--- src/rtl/vend_sequencer.sv ---
// Soda machine vend controller: coin credit, select-to-column mapping,
// one-motor-at-a-time CAM-counted vends and a per-phase jam watchdog.
module vend_sequencer #(
    parameter int NCOL       = 8,
    parameter int CAM_CYCLES = 2,
    parameter int TIMEOUT    = 50_000_000,
    parameter int MAX_CREDIT = 3,
    localparam int CW   = $clog2(MAX_CREDIT + 1),
    localparam int COLW = $clog2(NCOL),
    localparam int TW   = $clog2(TIMEOUT),
    localparam int KW   = $clog2(CAM_CYCLES + 1)
) (
    input  logic            clock,
    input  logic            resetn,
    input  logic            coin,
    input  logic [NCOL-2:0] sel,
    input  logic [NCOL-1:0] cam,
    input  logic [NCOL-1:0] soldout,
    output logic [NCOL-1:0] motor,
    output logic [NCOL-1:0] lamp,
    output logic [CW-1:0]   credit,
    output logic            busy,
    output logic            fault,
    output logic [COLW-1:0] fault_col
);

    typedef enum logic [2:0] {
        IDLE, CHECK, RUN_L, RUN_H, DONE, RELEASE, FAULT
    } state_t;

    state_t state_q, state_d;

    logic            coin_s1_q, coin_s2_q, coin_prev_q;
    logic [NCOL-2:0] sel_s1_q, sel_s2_q;
    logic [NCOL-1:0] cam_s1_q, cam_s2_q;
    logic [NCOL-1:0] so_s1_q, so_s2_q;

    logic [COLW-1:0] col_q, col_d;
    logic [TW-1:0]   cnt_q, cnt_d;
    logic [KW-1:0]   cams_q, cams_d;
    logic [CW-1:0]   credit_q, credit_d;
    logic            fault_q, fault_d;
    logic [COLW-1:0] fcol_q, fcol_d;
    logic [NCOL-1:0] motor_q, motor_d;

    logic            coin_edge;
    logic [COLW-1:0] pick;
    logic [COLW-1:0] pick_col;
    logic [KW-1:0]   cams_inc;

    always_ff @(posedge clock) begin
        if (!resetn) begin
            coin_s1_q   <= 1'b0;
            coin_s2_q   <= 1'b0;
            coin_prev_q <= 1'b0;
            sel_s1_q    <= '0;
            sel_s2_q    <= '0;
            cam_s1_q    <= '0;
            cam_s2_q    <= '0;
            so_s1_q     <= '0;
            so_s2_q     <= '0;
            state_q     <= IDLE;
            col_q       <= '0;
            cnt_q       <= '0;
            cams_q      <= '0;
            credit_q    <= '0;
            fault_q     <= 1'b0;
            fcol_q      <= '0;
            motor_q     <= '0;
        end else begin
            coin_s1_q   <= coin;
            coin_s2_q   <= coin_s1_q;
            coin_prev_q <= coin_s2_q;
            sel_s1_q    <= sel;
            sel_s2_q    <= sel_s1_q;
            cam_s1_q    <= cam;
            cam_s2_q    <= cam_s1_q;
            so_s1_q     <= soldout;
            so_s2_q     <= so_s1_q;
            state_q     <= state_d;
            col_q       <= col_d;
            cnt_q       <= cnt_d;
            cams_q      <= cams_d;
            credit_q    <= credit_d;
            fault_q     <= fault_d;
            fcol_q      <= fcol_d;
            motor_q     <= motor_d;
        end
    end

    assign coin_edge = coin_s2_q & ~coin_prev_q;
    assign cams_inc  = cams_q + 1'b1;

    // Lowest-index pressed select wins; select 0 falls back to column 1.
    always_comb begin
        pick = '0;
        for (int k = NCOL - 2; k >= 0; k--) begin
            if (sel_s2_q[k]) pick = COLW'(k);
        end
        if (pick == '0) pick_col = so_s2_q[0] ? COLW'(1) : COLW'(0);
        else            pick_col = pick + 1'b1;
    end

    always_comb begin
        state_d  = state_q;
        col_d    = col_q;
        cnt_d    = cnt_q;
        cams_d   = cams_q;
        credit_d = credit_q;
        fault_d  = fault_q;
        fcol_d   = fcol_q;
        motor_d  = '0;

        if (coin_edge && state_q != FAULT && credit_q != CW'(MAX_CREDIT))
            credit_d = credit_q + 1'b1;

        unique case (state_q)
            IDLE: begin
                if (credit_q != '0 && |sel_s2_q) begin
                    col_d   = pick_col;
                    state_d = CHECK;
                end
            end
            CHECK: begin
                if (so_s2_q[col_q]) begin
                    state_d = RELEASE;
                end else begin
                    cnt_d   = '0;
                    cams_d  = '0;
                    state_d = RUN_L;
                end
            end
            RUN_L: begin
                if (!cam_s2_q[col_q]) begin
                    cnt_d   = '0;
                    state_d = RUN_H;
                end else if (cnt_q == TW'(TIMEOUT - 1)) begin
                    fault_d = 1'b1;
                    fcol_d  = col_q;
                    state_d = FAULT;
                end else begin
                    cnt_d = cnt_q + 1'b1;
                end
            end
            RUN_H: begin
                if (cam_s2_q[col_q]) begin
                    cams_d = cams_inc;
                    cnt_d  = '0;
                    if (cams_inc == KW'(CAM_CYCLES)) state_d = DONE;
                    else                             state_d = RUN_L;
                end else if (cnt_q == TW'(TIMEOUT - 1)) begin
                    fault_d = 1'b1;
                    fcol_d  = col_q;
                    state_d = FAULT;
                end else begin
                    cnt_d = cnt_q + 1'b1;
                end
            end
            DONE: begin
                // A coin landing in this cycle cancels the decrement.
                if (!coin_edge) credit_d = credit_q - 1'b1;
                else            credit_d = credit_q;
                state_d = RELEASE;
            end
            RELEASE: begin
                if (!(|sel_s2_q)) state_d = IDLE;
            end
            default: begin
                state_d = FAULT;
            end
        endcase

        if (state_d == RUN_L || state_d == RUN_H)
            motor_d[col_d] = 1'b1;
    end

    always_comb begin
        lamp    = so_s2_q;
        lamp[0] = so_s2_q[0] & so_s2_q[1];
        lamp[1] = 1'b0;
    end

    assign motor     = motor_q;
    assign credit    = credit_q;
    assign fault     = fault_q;
    assign fault_col = fcol_q;
    assign busy      = (state_q == CHECK) || (state_q == RUN_L) ||
                       (state_q == RUN_H) || (state_q == DONE);

endmodule
--- config.mk ---
export PLATFORM = sky130hd
export DESIGN_NAME = vend_sequencer
export DESIGN_NICKNAME = d
export VERILOG_FILES = /design/src/rtl/vend_sequencer.sv
export SDC_FILE = /design/constraint.sdc
export NUM_CORES = 1
export LEC_CHECK = 0
export ABC_AREA = 1
export CORE_UTILIZATION = 35
export DETAILED_ROUTE_END_ITERATION = 7
export GPL_ROUTABILITY_DRIVEN = 0
export GPL_TIMING_DRIVEN = 0
export PLACE_DENSITY = 0.52
export SLEW_MARGIN = 0
export SYNTH_ARGS = -nofsm -noshare
export SYNTH_HDL_FRONTEND = slang
export SYNTH_SLANG_ARGS = --single-unit
--- constraint.sdc ---
create_clock -name clock -period 3.1 [get_ports clock]
set_input_delay 0.62 -clock clock [delete_from_list [all_inputs] [get_ports clock]]
set_output_delay 0.62 -clock clock [all_outputs]
set_load 0.01 [all_outputs]
---- Word-level counts from Yosys, hierarchy flattened ----
Cells that the tools add are included.
operators by class
  add/sub/neg operators ................... 5
  $lt $le $gt $ge ......................... 3
  equality and inequality tests ........... 16
  muxes and demuxes ....................... 44
  bitwise logic cells ..................... 3
  reductions and logical operators ........ 21
operators by type and width
  operator                                                               count
  26-bit 2-to-1 mux                                                      4
  26-bit one-hot mux with 3 select lines                                 1
  3-bit 2-to-1 mux                                                       20
  26-bit by 1-bit adder with 26-bit output, second input constant        1
  26-bit equality test, second input constant                            1
  3-bit one-hot mux with 6 select lines                                  1
  3-bit by 2-bit equality test with 1-bit output, second input constant  4
  2-bit inequality test, second input constant                           6
  2-bit 2-to-1 mux                                                       5
  3-bit by 4-bit < comparator with 1-bit output, second input constant   2
  2-bit nonzero test                                                     4
  1-bit 2-to-1 mux                                                       7
  7-bit OR reduction                                                     1
  1-bit binary-select mux with 3-bit select                              2
  3-bit equality test, second input constant                             2
  3-bit logical NOT                                                      2
  3-bit one-hot mux with 2 select lines                                  1
  2-bit AND reduction                                                    3
  3-bit AND reduction                                                    2
  2-bit by 1-bit adder with 2-bit output, second input constant          2
  1-bit logical AND                                                      4
  1-bit logical OR                                                       4
  2-bit one-hot mux with 2 select lines                                  1
  3-bit by 1-bit adder with 3-bit output, second input constant          1
  other kinds (10)                                                       11
storage, ports and cells
  bits in registers ....................... 97
  bits of input ports ..................... 26
  output and inout bits ................... 23
  logic and storage cells ................. 109

---- Depth between registers and ports, before layout ----
Gate-level depths: netlist of run 1.
  depth in word-level cells ............... 15
  gate-level depth with buffers ........... 13
  mapped depth without buffers ............ 13

---- Least setup slack after synthesis of run 1 ----
Ideal clock, no wire load.
  kind .................................... reg-to-reg
  start point ............................. reg sel_s2_q[5]
  end point ............................... reg motor_q[2] (netlist: motor[2])
  library setup time ...................... 115 ps
  arrival time ............................ 1565 ps
  data required time ...................... 2985 ps
  path slack .............................. 1420 ps
  stages on the path, launching flop included .. 13
  clock period less this slack ............ 1680 ps
  path through ............................ dfxtp_1 > inv_1 > o21ai_0 > nand2_1 > a21oi_1 > inv_1 > ha_1 > o21ai_0 > nand2_1 > a21boi_0 > nor2_1 > nand2_1 > nor2_1
on the way
  word-level cells in the longest chain between the ends .. 14
  elaborated cells between the ends (all ways) .. 25
  those cells by class .................... add/sub (1); order compare (2); eq/ne (2); mux (14); reduce/logical (6)
ends and longest elaborated chain
  element                                                                                                                                              line      source
  from (decl)                                                                                                                                          34        logic [NCOL-2:0] sel_s1_q, sel_s2_q;
  from (signal assigned)                                                                                                                               75        sel_s2_q <= sel_s1_q;
  3-bit 2-to-1 mux (6 in series)                                                                                                                       98        if (sel_s2_q[k]) pick = COLW'(k);
  3-bit by 1-bit adder with 3-bit output or 3-bit logical NOT (tied branches)                                                                          101, 100
  3-bit 2-to-1 mux                                                                                                                                     100       if (pick == '0) pick_col = so_s2_q[0] ? COLW'(1) : COLW'(0);
  3-bit 2-to-1 mux                                                                                                                                     119       if (credit_q != '0 && |sel_s2_q) begin
  3-bit 2-to-1 mux                                                                                                                                     117       unique case (state_q)
  3-bit by 4-bit < comparator with 1-bit output (implied by the code) or 3-bit by 1-bit greater-or-equal comparator with 1-bit output (tied branches)  174       motor_d[col_d] = 1'b1;
  1-bit logical AND (implied by the code)                                                                                                              174
  1-bit 2-to-1 mux (implied by the code)                                                                                                               174
  1-bit demux with 3-bit select                                                                                                                        174
  to (signal assigned)                                                                                                                                 87        motor_q <= motor_d;
  to (decl)                                                                                                                                            44        logic [NCOL-1:0] motor_q, motor_d;
Several ways; a longest one is shown, not always the timed one.
A chain may end at the register's enable or synchronous reset.

---- Worst setup path in the final report of run 1 ----
  start point ............................. reg state_q[1]
  end point ............................... out busy
on the way
  word-level cells in the longest chain between the ends .. 4
  elaborated cells between the ends (all ways) .. 7
  those cells by class .................... eq/ne (4); reduce/logical (3)
ends and longest elaborated chain
  element                                                                                                           line  source
  from (decl)                                                                                                       31    state_t state_q, state_d;
  from (signal assigned)                                                                                            80    state_q <= state_d;
  3-bit by 1-bit equality test with 1-bit output or 3-bit by 2-bit equality test with 1-bit output (tied branches)  187   assign busy = (state_q == CHECK) || (state_q == RUN_L) ||
  1-bit logical OR (2 in series)                                                                                    187
  1-bit logical OR *                                                                                                188   (state_q == RUN_H) || (state_q == DONE);
  to (decl)                                                                                                         22    output logic busy,
Mark *: on every way between the ends. The rest lies on a longest branch, timed or not.

==> run metrics, run 1 <==
Post-CTS Resized=0; leakage power=about 3.0 nW; final count of negative-setup-slack endpoints=0; Netlist cell types=37; critical path data required time=between 2000 and 2500 ps; CP max stage cell=clkdlybuf4s50_1; clock root cell=clkbuf_16; Min Hold Slack=just over 400 ps; Slew headroom=between 50% and 60%; clk slew on worst S/H paths=70 ps; Hold Violations, Final=0; CP Class=reg2out; Ys Warns=0; Post CTS Setup Buffer Count=0; unrepaired setup endpoints after global routing=false; Int Pwr=2.194 mW; Sum Neg Setup Slack=0 ps; power per cell area=roughly 570 nW/µm²; Area growth syn-to-layout=20.21%; DRC viols=0; leading register cell type out of synthesis=dfxtp_1; CTS H-tree depth=3; Multi-input gate area=~2200 µm²; CP endpoint kind=output port; Switching Fraction=around 34%; Max Clock Skew=just under 9 ps; CP most frequent cell=nor2_1; final-stage net count=850; DP Area=approximately 5600 µm²; first-pass GRT wire length=20780 µm; crit-path max cell delay=between 500 and 600 ps; CP top delay family=buffers and inverters; peak fanout along the critical path=5; register area=roughly 1900 µm²; Die W=approximately 120 µm; Die ar.=~14000 µm²; syn_area_per_cell=around 6.4 µm²; Syn Nets=792; routed len/inst=approximately 12 µm; commonest non-fill, non-tap cells in the layout=nand2_1, inv_1, dfxtp_1; Initial Util=between 30% and 40%; max_cap viols=0; crit path launch type=register; FMAX=~430 MHz; ANT nets after route=0; FILL cells=1488; largest net degree at the start of global routing=17; worst path bufs/invs=2; Psw=between 1 and 1.5 mW; Buffers on Ports=between 40 and 50; CTS buffer count=9; Post-synth EDFFs=0; Syn Std Cell Area=4896 µm²; sequential share of power=between 40% and 50%; Rows=42; Gate power share=~25%; GRT Resource Usage Total=about 18%; asr flop ratio synth=0%; final wirelength=about 12000 µm; clock sink count=97; core area=~13000 µm²; hold crit path type=reg2reg; crit path cell chain=nor2_1, nor2_1, inv_1, nand2_1, clkdlybuf4s50_1; final core utilization=between 40% and 50%; max-slew violation count=0; commonest non-fill, non-tap cell in the layout=nand2_1; io pins=slightly below 50; Arr. time, crit path=1690 ps; Seq cells post-synth=97; share of post-route cells with drive strength above 1=6.424%; number of DRC markers in iteration 0=277; CTS Buffer Depth=2; # diodes=0; VDD IR max=between 300 and 400 µV; hold buffer count at CTS=0; Detail Placement HPWL=9472 µm; clk_lat worst skew=roughly 350 ps; outcome=finished, final reports clean; gr ovfl total=0; initial antenna violation count=0; CTS tree=yes; vias=about 4600; final design instance area without fill=a little under 6000 µm²; Worst Max-Slew Pin Slew=just under 700 ps; Clk pwr share=around 33%; TritonRoute pass-1 iters=4; post-synthesis sequential area ratio=approximately 40%; Vias/cell=between 4 and 5; min Tclk post-route=~2300 ps; post-synthesis instance total=~760; Tcrit/Tclk final=around three quarters; vias in the first global route=4402; Die Span Y=120.3 µm
final cells by class:
type | count | area share [%]
multi-input combinational | 482 | 37.69
clock inverter | 4 | 0.5527
inverter | 155 | 9.949
sequential | 97 | 32.99
timing repair buffer | 47 | 7.993
buffer | 28 | 2.551
clock buffer | 12 | 4.528
tap | 176 | 3.741
power by group through the flow:
| stage | clock, mW | sequential, mW | combinational (mW) |
|---|---|---|---|
| finish | 1.11 | 1.39 | 0.825 |
| global route | 1.19 | 1.40 | 0.933 |
| CTS | 1.14 | 1.39 | 0.820 |
| detailed placement | 0 | 1.42 | 0.817 |
| global placement | 0 | 1.42 | 0.805 |
| floorplan | 0 | 1.40 | 0.528 |
Yosys cell counts, types with 8 or more instances:
cell type | instances | area, µm²
inv_1 | 149 | 559.3
nand3_1 | 73 | 365.4
dfxtp_1 | 97 | 1942
nand4_1 | 31 | 193.9
buf_2 | 8 | 40.04
nor2_1 | 89 | 334.1
o21ai_0 | 16 | 80.08
clkbuf_1 | 10 | 37.54
nand2_1 | 213 | 799.5
nor3_1 | 11 | 55.05
cell families (layout without fill, tap and decap cells):
| logic type | after synthesis | in the layout | share of synthesized area (%) |
|---|---|---|---|
| buffers and inverters | 183 | 246 | 15.03 |
| AO/OA/AOI/OAI | 37 | 37 | 4.370 |
| XOR/XNOR | 9 | 9 | 1.610 |
| other | 1 | 1 | 0.07659 |
| adder cells (fa/ha/maj) | 4 | 4 | 1.022 |
| AND/OR/NAND/NOR | 431 | 431 | 38.23 |
| flip-flops | 97 | 97 | 39.66 |
registers in the layout, indices dropped and copies added (netlist names), 2 cells and up:
register / count
cam_s1_q: 8
cam_s2_q: 8
cams_q: 2
cnt_q: 26
col_q: 3
credit: 2
fault_col: 3
motor: 8
sel_s1_q: 7
sel_s2_q: 7
so_s1_q: 8
so_s2_q: 8
state_q: 3
routing by layer:
layer	wire length (µm)	global-route usage [%]
met2	5656	30.10
met3	510	2.736
met1	5929	23.24
met5	0	0
met4	359	9.414
worst reg2reg max path, stage by stage, from the launching register on:
cell and delay [ps]:
dfxtp_1 450, ha_1 380, nand3_4 150, inv_2 150, nand2_1 60, nor2_1 110
nand2_2 140, nand3_1 120, nand2_1 60, nor2_1 110, nor2_1 80, nand2_2 140
nor2_1 60
per-stage QoR:
stage               instances  total power [mW]  setup WS (ps)
floorplan                 762             1.931           1420
global placement          985             2.224          966.7
detailed placement        985             2.238          960.4
CTS                      1001             3.350          770.7
global route             1001             3.529          665.5
finish                   1001             3.326          790.5
worst paths after layout:
path                            slack (ps)             startpoint               endpoint  cells after the start
worst max-delay path                   790  state_q[1]$_SDFF_PN0_                   busy                      5
worst min-delay path                   410  so_s1_q[4]$_SDFF_PN0_  so_s2_q[4]$_SDFF_PN0_                      2
worst max register to register         990  cnt_q[0]$_SDFFE_PN0P_    motor[7]$_SDFF_PN0_                     12
worst min register to register         410  so_s1_q[4]$_SDFF_PN0_  so_s2_q[4]$_SDFF_PN0_                      2
Power figures use the tool's default switching activity.
==> run 2: changes to the inputs <==
--- a/config.mk
+++ b/config.mk
@@ -10,7 +10,7 @@
 export DETAILED_ROUTE_END_ITERATION = 7
 export GPL_ROUTABILITY_DRIVEN = 0
 export GPL_TIMING_DRIVEN = 0
-export PLACE_DENSITY = 0.52
+export PLACE_DENSITY = 0.54
 export SLEW_MARGIN = 0
 export SYNTH_ARGS = -nofsm -noshare
 export SYNTH_HDL_FRONTEND = slang
==> constraint.sdc (replaced) <==
create_clock -name clock -period 2.07 [get_ports clock]
set_input_delay 0.414 -clock clock [delete_from_list [all_inputs] [get_ports clock]]
set_output_delay 0.414 -clock clock [all_outputs]
set_load 0.01 [all_outputs]
==> run 2 against run 1 <==
- total power rose by 55%
- critical endpoint is now motor[6]$_SDFF_PN0_
- wire length is 1.9% lower
- final area rose by 1.2%
==> run metrics, run 2 (same netlist as run 1, synthesis figures left out) <==
commonest non-fill, non-tap cell in the layout=nand2_1 (unchanged); power per cell area=866.6 nW/µm² (was 565.1 nW/µm²); leakage power=2.995 nW (was 2.966 nW); io pins=49 (unchanged); CP max stage cell=dfxtp_2 (was clkdlybuf4s50_1); FMAX=approximately 540 MHz; WHS Path Cells=2 (unchanged); Worst Max-Slew Pin Slew=681.2 ps (was 683.8 ps); gr ovfl total=0 (unchanged); initial antenna violation count=0 (unchanged); max-slew violation count=0 (unchanged); Die W=120.3 µm (unchanged); min Tclk post-route=1864 ps; clock sink count=97 (unchanged); Area growth syn-to-layout=21.67% (was 20.21%); final core utilization=44.28% (was 43.75%); Clk pwr share=35.5% (was 33.4%); routed len/inst=12.20 µm (was 12.44 µm); Arr. time, crit path=2110 ps (was 1690 ps); max FFs per register=26 (unchanged); FF-to-FF Start=cnt_q[0]$_SDFFE_PN0P_ (unchanged); core area=13450 µm² (unchanged); total power=5.162 mW (was 3.326 mW); worst path bufs/invs=1 (was 2); unrepaired setup endpoints after global routing=false (unchanged); Tcrit/Tclk final=roughly 90%; largest net degree at the start of global routing=18 (was 17); DRC viols=0 (unchanged); Die ar.=14460 µm² (unchanged); peak fanout along the critical path=8 (was 5); clk slew on worst S/H paths=70 ps (about the same); VDD IR max=414.2 µV (was 318.7 µV); r2r endpoint=motor[6]$_SDFF_PN0_ (was motor[7]$_SDFF_PN0_); CTS H-tree depth=3 (unchanged); commonest non-fill, non-tap cells in the layout=nand2_1, inv_1, dfxtp_1 (unchanged); Vias/cell=4.596 (was 4.552); Slew headroom=54.59% (was 54.41%); Initial Util=36.39% (unchanged); Psw=1.707 mW (was 1.132 mW); hold buffer count at CTS=0 (unchanged); CTS buffer count=9 (unchanged); Top reg by flops=cnt_q (unchanged); clock root cell=clkbuf_16 (unchanged); GRT Resource Usage Total=17.66% (was 18.32%); Die Span Y=120.3 µm (unchanged); Sum Neg Setup Slack=0 ps (unchanged); clk_lat worst skew=350 ps (about the same); Max Clock Skew=8.832 ps (was 8.662 ps); fin worst setup slack=205.5 ps (was 790.5 ps); final-stage net count=851 (was 850); vias=4605 (was 4557); CTS tree=yes (unchanged); CP Class=reg2reg (was reg2out); first-pass GRT wire length=20070 µm (was 20780 µm); Int Pwr=3.456 mW (was 2.194 mW); CP most frequent cell=nor2_1 (unchanged); share of post-route cells with drive strength above 1=7.506% (was 6.424%); crit path cell chain=ha_4, nand3_4, inv_2, nand2_1, nor2_1, nand2_2, nand3_1, nand2_1, nor2_1, nor2_1, nand2_2, nor2_1 (was nor2_1, nor2_1, inv_1, nand2_1, clkdlybuf4s50_1); CP top delay family=simple AND/OR/NAND/NOR gates (was buffers and inverters); crit path launch type=register (unchanged); outcome=finished, final reports clean (unchanged); # diodes=0 (unchanged); TritonRoute pass-1 iters=5 (was 4); final wirelength=12220 µm (was 12460 µm); hold crit path type=reg2reg (unchanged); FF-to-FF path depth=12 (unchanged); crit-path max cell delay=410 ps (was 530 ps); Min-Delay Endpoint=cam_s2_q[1]$_SDFF_PN0_ (was so_s2_q[4]$_SDFF_PN0_); CTS Buffer Depth=2 (unchanged); R2R setup slack=210 ps (was 990 ps); ANT nets after route=0 (unchanged); Buffers on Ports=47 (unchanged); final count of negative-setup-slack endpoints=0 (unchanged); min-delay src=cam_s1_q[1]$_SDFF_PN0_ (was so_s1_q[4]$_SDFF_PN0_); vias in the first global route=4230 (was 4402); Rows=42 (unchanged); sequential share of power=40.6% (was 41.8%); critical path data required time=2310 ps (was 2480 ps); Gate power share=23.9% (was 24.8%); number of DRC markers in iteration 0=256 (was 277); Hold Violations, Final=0 (unchanged); dpl ws=11.14 ps (was 960.4 ps); Detail Placement HPWL=9346 µm (was 9472 µm); max_cap viols=0 (unchanged); Switching Fraction=33.06% (was 34.02%); CP endpoint kind=register (was output port)
==> run 2: worst max-delay path by stage <==
| stage | from | to | depth (start not counted) |
|---|---|---|---|
| 5_1_grt | cnt_q[0]$_SDFFE_PN0P_ | motor[0]$_SDFF_PN0_ | 12 |
| 3_3_place_gp | cnt_q[0]$_SDFFE_PN0P_ | motor[6]$_SDFF_PN0_ | 12 |
| 2_1_floorplan | sel_s2_q[5]$_SDFF_PN0_ | motor[2]$_SDFF_PN0_ | 12 |
| 3_5_place_dp | cnt_q[0]$_SDFFE_PN0P_ | motor[6]$_SDFF_PN0_ | 12 |
| 4_1_cts | sel_s2_q[5]$_SDFF_PN0_ | motor[1]$_SDFF_PN0_ | 11 |
| 6_report | cnt_q[0]$_SDFFE_PN0P_ | motor[6]$_SDFF_PN0_ | 12 |
==> run 2: tightest hold or removal path, delay by kind of cell, from the launching register on <==
kind	cells	cell delay (ps)
and+or+nand+nor	1	40
DFF	1	300
buffers and inverters	1	40
==> run 2: stage by stage <==
step,std cells,instance area [µm²],hold slack [ps]
6_report,1002,5957,411.5
2_1_floorplan,762,4896,390.5
3_5_place_dp,985,5587,397.8
4_1_cts,1001,5924,412.7
3_3_place_gp,985,5587,394.3
5_1_grt,1002,5957,425.1
==> run 2: power by group through the flow <==
| stage | Combinational, mW | Sequential, mW | Clock, mW |
|---|---|---|---|
| 2_1_floorplan | 0.790 | 2.10 | 0 |
| 3_5_place_dp | 1.22 | 2.12 | 0 |
| 3_3_place_gp | 1.20 | 2.12 | 0 |
| 5_1_grt | 1.39 | 2.12 | 1.97 |
| 6_report | 1.23 | 2.10 | 1.83 |
| 4_1_cts | 1.22 | 2.09 | 1.88 |
==> run 2: layout make-up <==
type                            instances  area [µm²]
Clock buffer                           10       229.0
Buffer                                 28       150.1
Sequential cell                        97        1947
Tap cell                              176       220.2
Clock inverter                          6       102.6
Multi-Input combinational cell        482        2246
Fill cell                            1450        7496
Timing Repair Buffer                   48       476.7
Inverter                              155       585.6
==> run 2: what timing repair did <==
action,CTS,global route
setup buffers,0,1
gates resized for setup,5,7
setup endpoints to repair,9,18
pin swaps,0,2
==> run 2: per-layer routing <==
metal | share of wire (%) | GRT usage (%)
met5 | 0 | 0
met4 | 3.3 | 8.951
met3 | 4.9 | 3.443
met2 | 47 | 30.06
met1 | 45 | 21.09
